--- src/rtl/regfile_write_arbiter.sv ---
// regfile_write_arbiter: round-robin arbiter for the register-file write port with registered outputs
module regfile_write_arbiter #(
  parameter int NUM_REQ    = 3,
  parameter int DATA_WIDTH = 32,
  parameter int ADDR_WIDTH = 5,
  parameter bit DROP_ZERO  = 1'b1,
  localparam int IW        = NUM_REQ > 1 ? $clog2(NUM_REQ) : 1
) (
  input  logic                            clk,
  input  logic                            reset,
  input  logic [NUM_REQ-1:0]              req,
  input  logic [NUM_REQ*ADDR_WIDTH-1:0]   req_addr,
  input  logic [NUM_REQ*DATA_WIDTH-1:0]   req_data,
  output logic [NUM_REQ-1:0]              ack,
  output logic                            write_enable,
  output logic [ADDR_WIDTH-1:0]           write_addr,
  output logic [DATA_WIDTH-1:0]           write_data,
  output logic [IW-1:0]                   grant_idx,
  output logic                            busy
);
  logic [NUM_REQ-1:0]    ack_q, ack_d, elig;
  logic                  we_q, we_d, found;
  logic [ADDR_WIDTH-1:0] addr_q, addr_d, w_addr;
  logic [DATA_WIDTH-1:0] data_q, data_d, w_data;
  logic [IW-1:0]         gidx_q, gidx_d, rr_q, rr_d, win;
  logic [IW:0]           sum;
  // the requester acked this cycle is masked so a held req is not granted twice
  assign elig = req & ~ack_q;
  assign busy = |req;
  // descending scan from rr_ptr: the last hit is the nearest eligible index at or after rr_ptr
  always_comb begin
    found = 1'b0;
    win   = '0;
    sum   = '0;
    for (int k = NUM_REQ - 1; k >= 0; k--) begin
      sum = {1'b0, rr_q} + (IW+1)'(k);
      sum = sum >= (IW+1)'(NUM_REQ) ? sum - (IW+1)'(NUM_REQ) : sum;
      if (elig[sum[IW-1:0]]) begin
        found = 1'b1;
        win   = sum[IW-1:0];
      end
    end
  end
  // pick the winner's address and data out of the packed request buses
  always_comb begin
    w_addr = '0;
    w_data = '0;
    for (int i = 0; i < NUM_REQ; i++) begin
      if (win == IW'(i)) begin
        w_addr = req_addr[i*ADDR_WIDTH +: ADDR_WIDTH];
        w_data = req_data[i*DATA_WIDTH +: DATA_WIDTH];
      end
    end
  end
  // next-state: pulse ack, strobe the bank unless the write targets a dropped address 0
  always_comb begin
    ack_d  = found ? NUM_REQ'(1) << win : '0;
    we_d   = found && !(DROP_ZERO && w_addr == '0);
    addr_d = found ? w_addr : addr_q;
    data_d = found ? w_data : data_q;
    gidx_d = found ? win : gidx_q;
    rr_d   = found ? (win == IW'(NUM_REQ - 1) ? '0 : win + 1'b1) : rr_q;
  end
  // output and pointer registers; reset abandons any in-flight grant
  always_ff @(posedge clk) begin
    if (reset) begin
      ack_q  <= '0;
      we_q   <= 1'b0;
      addr_q <= '0;
      data_q <= '0;
      gidx_q <= '0;
      rr_q   <= '0;
    end else begin
      ack_q  <= ack_d;
      we_q   <= we_d;
      addr_q <= addr_d;
      data_q <= data_d;
      gidx_q <= gidx_d;
      rr_q   <= rr_d;
    end
  end
  assign ack          = ack_q;
  assign write_enable = we_q;
  assign write_addr   = addr_q;
  assign write_data   = data_q;
  assign grant_idx    = gidx_q;
endmodule

--- config.mk ---
export PLATFORM = sky130hd
export DESIGN_NAME = regfile_write_arbiter
export DESIGN_NICKNAME = d
export VERILOG_FILES = /design/src/rtl/regfile_write_arbiter.sv
export SDC_FILE = /design/constraint.sdc
export NUM_CORES = 1
export LEC_CHECK = 0
export BUFFER_PORTS_ARGS = -buffer_cell sky130_fd_sc_hd__buf_2
export CORE_UTILIZATION = 42
export DETAILED_ROUTE_END_ITERATION = 8
export GPL_TIMING_DRIVEN = 1
export PLACE_DENSITY_LB_ADDON = 0.2
export SYNTH_ARGS = -nofsm -noshare
export SYNTH_HDL_FRONTEND = slang
export SYNTH_SLANG_ARGS = --single-unit
export TNS_END_PERCENT = 100
--- constraint.sdc ---
create_clock -name clk -period 2.6 [get_ports clk]
set_input_delay 0.13 -clock clk [delete_from_list [all_inputs] [get_ports clk]]
set_output_delay 0.13 -clock clk [all_outputs]
set_load 0.03 [all_outputs]
==> results.yml <==
status:
  status: "finished clean"
sta:
  slew_headroom: 0.6717
  finalClockSkew_ps: 2.314
  layout_min_cycle_time_ps: 2523
  final_max_slew_viol_count: 0
  timing.setup.tns_ps: 0
  tightestPinTransition_ps: 491.4
  final_hold_viol_count: 0
  finalCritPeriodShare: 0.9705
  max_clock_freq_ghz: 0.3963
  holdWs_ps: 174.2
  finalSetupViolations: 0
cts:
  clk_transition_reported_paths_ps: 80
  numCtsBuffers: 5
  cts_tree: "built"
  hold_buffers: 0
  clock_path_buffers: 2
  htree_levels: 2
  clkSinkCount: 45
  insertion_delay_ps: 280
  clockRootBuffer: "clkbuf_8"
floorplanning:
  start_util: 0.4381
  die_y_um: 78.02
  io_pins: 160
  row_count: 27
  die_area_sq_mm: 0.006087
  die_x_um: 78.02
  core_area_sq_mm: 0.005540
placed_design:
  dp_hpwl_um: 4977
  gp_congestion: 0.7575
  placed_area_sq_mm: 0.003329
  io_buffers: 159
detailed_routing:
  route.detailed.drc: 0
  drt_iter0_drc: 78
  routed_wl_um: 6871
  final_antenna_net_count: 0
  drt_first_pass_iters: 4
  vias: 2613
  routedWlPerCell_um: 13.58
  avgViaCountPerCell: 5.164
yosys:
  ys_seq_area_frac: 0.3711
  synthesis.area_sq_mm: 0.002427
  ys_top_cells_by_area: "dfxtp_1 37%, mux2i_1 14%, a22o_1 12%"
  synth_common_cells: "45 x dfxtp_1, 45 x nor2_1, 42 x a21oi_1"
  yosysTopAreaCell: "dfxtp_1"
  ys_types: 35
  ys.warnings.count: 0
  synth.avg_cell_area_sq_um: 8.700
  syn_inst: 279
  ys_ff_latch: 45
  synth_edf_count: 0
  yosysTopAreaCellShare: 0.3711
  syn_nets: 398
  synth_flop_cell: "dfxtp_1"
  async_flop_share: 0
layout:
  drive_gt1_frac: 0.4309
  seq_area_sq_um: 902.1
  fillers: 502
  nets: 553
  final_cell_area_sq_mm: 0.003493
  final_core_util: 0.6305
  diodes: 0
  syn_to_final_growth_pct: 43.92
  multi_input_area_sq_mm: 0.001430
pwr:
  power_mw: 4.576
  p_leak_nw: 1.855
  ir_worst_vdd_v: 0.0006896
  p_sw_mw: 2.079
  p_clk_frac: 0.092
  seqPwrFrac: 0.240
  comb_power_share: 0.668
  p_int_mw: 2.497
  p_per_area_mw_per_mm2: 1310
  netSwitchingFraction: 0.4543
grt:
  grt_start_max_net_pins: 42
  track_usage: 0.2090
  grt_pass1_vias: 2340
  grt_overflow: 0
  grt_pass1_wl_um: 10280
  antenna_found_initial: 0
critical_path:
  critPathMaxFanout: 17
  start_kind: "register"
  crit_path_start: "rr_q[1]"
  worstSetupEndpointType: "register"
  worstSetupPathType: "reg -> reg"
  endpoint: "write_enable"
  reg2reg_slack_ps: 80
  rr_worst_depth: 10
  reg2reg_from: "rr_q[1]"
  worstPathArrival_ps: 2690
  timing.rr.end: "write_enable"
  required_ps: 2770
job:
  maxCapViolations: 0
worst_hold_path:
  hold_path.class: "in -> reg"
registers in the layout (all words and copies together) (netlist names):
name and cells:
rr_q 2, grant_idx 2, write_data 32, write_addr 5, write_enable 1, ack 3
worst min path at each step:
stage               cells after the start          start             end
CTS                                     2          reset   write_addr[0]
global route                            2          reset    grant_idx[1]
detailed placement                      2  write_addr[0]   write_addr[0]
floorplan                               2   req_data[11]  write_data[11]
global placement                        2  write_addr[0]   write_addr[0]
finish                                  2          reset   write_addr[0]
worst max-delay path, cell delays in order (launching register included):
cell and delay [ps]:
dfxtp_1 360, inv_1 70, ha_1 250, nor3b_1 390
a211oi_2 110, o32ai_4 260, buf_12 160, buf_12 150
or2_1 140, a31oi_1 100, o41a_1 400
cell type report:
class | count | share of cell area
clock buffers | 7 | 0.02471
flip-flops and latches | 45 | 0.2582
well taps | 72 | 0.02579
multi-input cells | 205 | 0.4094
inverters | 7 | 0.007521
repair buffers | 170 | 0.2744
logic make-up after synthesis:
group / after synthesis / share of synthesized area
adders and majority gates: 3 / 0.01547
muxes: 35 / 0.1443
AOI/OAI and AO/OA: 89 / 0.2613
DFF: 45 / 0.3711
and+or+nand+nor: 78 / 0.1531
buffers and inverters: 29 / 0.05464
layout by cell type (no fill, tap or decap), types with 2 or more instances in the layout:
cell type  Yosys  layout
a211oi_1       3       2
a21oi_1       42      42
a22o_1        33      33
a311o_1        2       2
a31oi_1        2       2
and2_1         3       3
buf_12         0       5
buf_2          7     159
buf_4          2       5
clkbuf_8       0       6
dfxtp_1       45      44
ha_2           0       2
inv_1          7       7
mux2i_1       35      35
nand2_1        8       8
nor2_1        45      44
nor2b_1        5       4
nor3_1         4       4
nor3b_1        3       3
or2_1          3       3
per-stage QoR:
stage          setup slack [ps]  std cells
4_1_cts                   30.64        504
2_1_floorplan             249.5        279
3_5_place_dp              45.22        497
5_1_grt                  -60.67        506
3_3_place_gp              108.5        497
6_report                  76.78        506
metal layers:
metal  track usage  vias to the layer above  wire length [um]
met5             0                        -                 0
li1              -                     1319                 -
met4       0.04815                        0                60
met2        0.3743                       90              3430
met1        0.2523                     1197              2973
met3       0.05000                        7               407
what timing repair did:
item                                    CTS  global route
gates resized for setup                   0             7
setup buffers                             0             1
endpoints found under the setup margin    0            35
power groups by stage:
stage          Combinational [mW]  Sequential, mW  Clock (mW)
2_1_floorplan                1.67            1.58           0
3_3_place_gp                 2.86            1.10           0
3_5_place_dp                 2.91            1.10           0
4_1_cts                      2.91            1.09       0.434
5_1_grt                      3.29            1.13       0.468
6_report                     3.06            1.10       0.421
No activity file was read; power rests on OpenSTA's default activity.
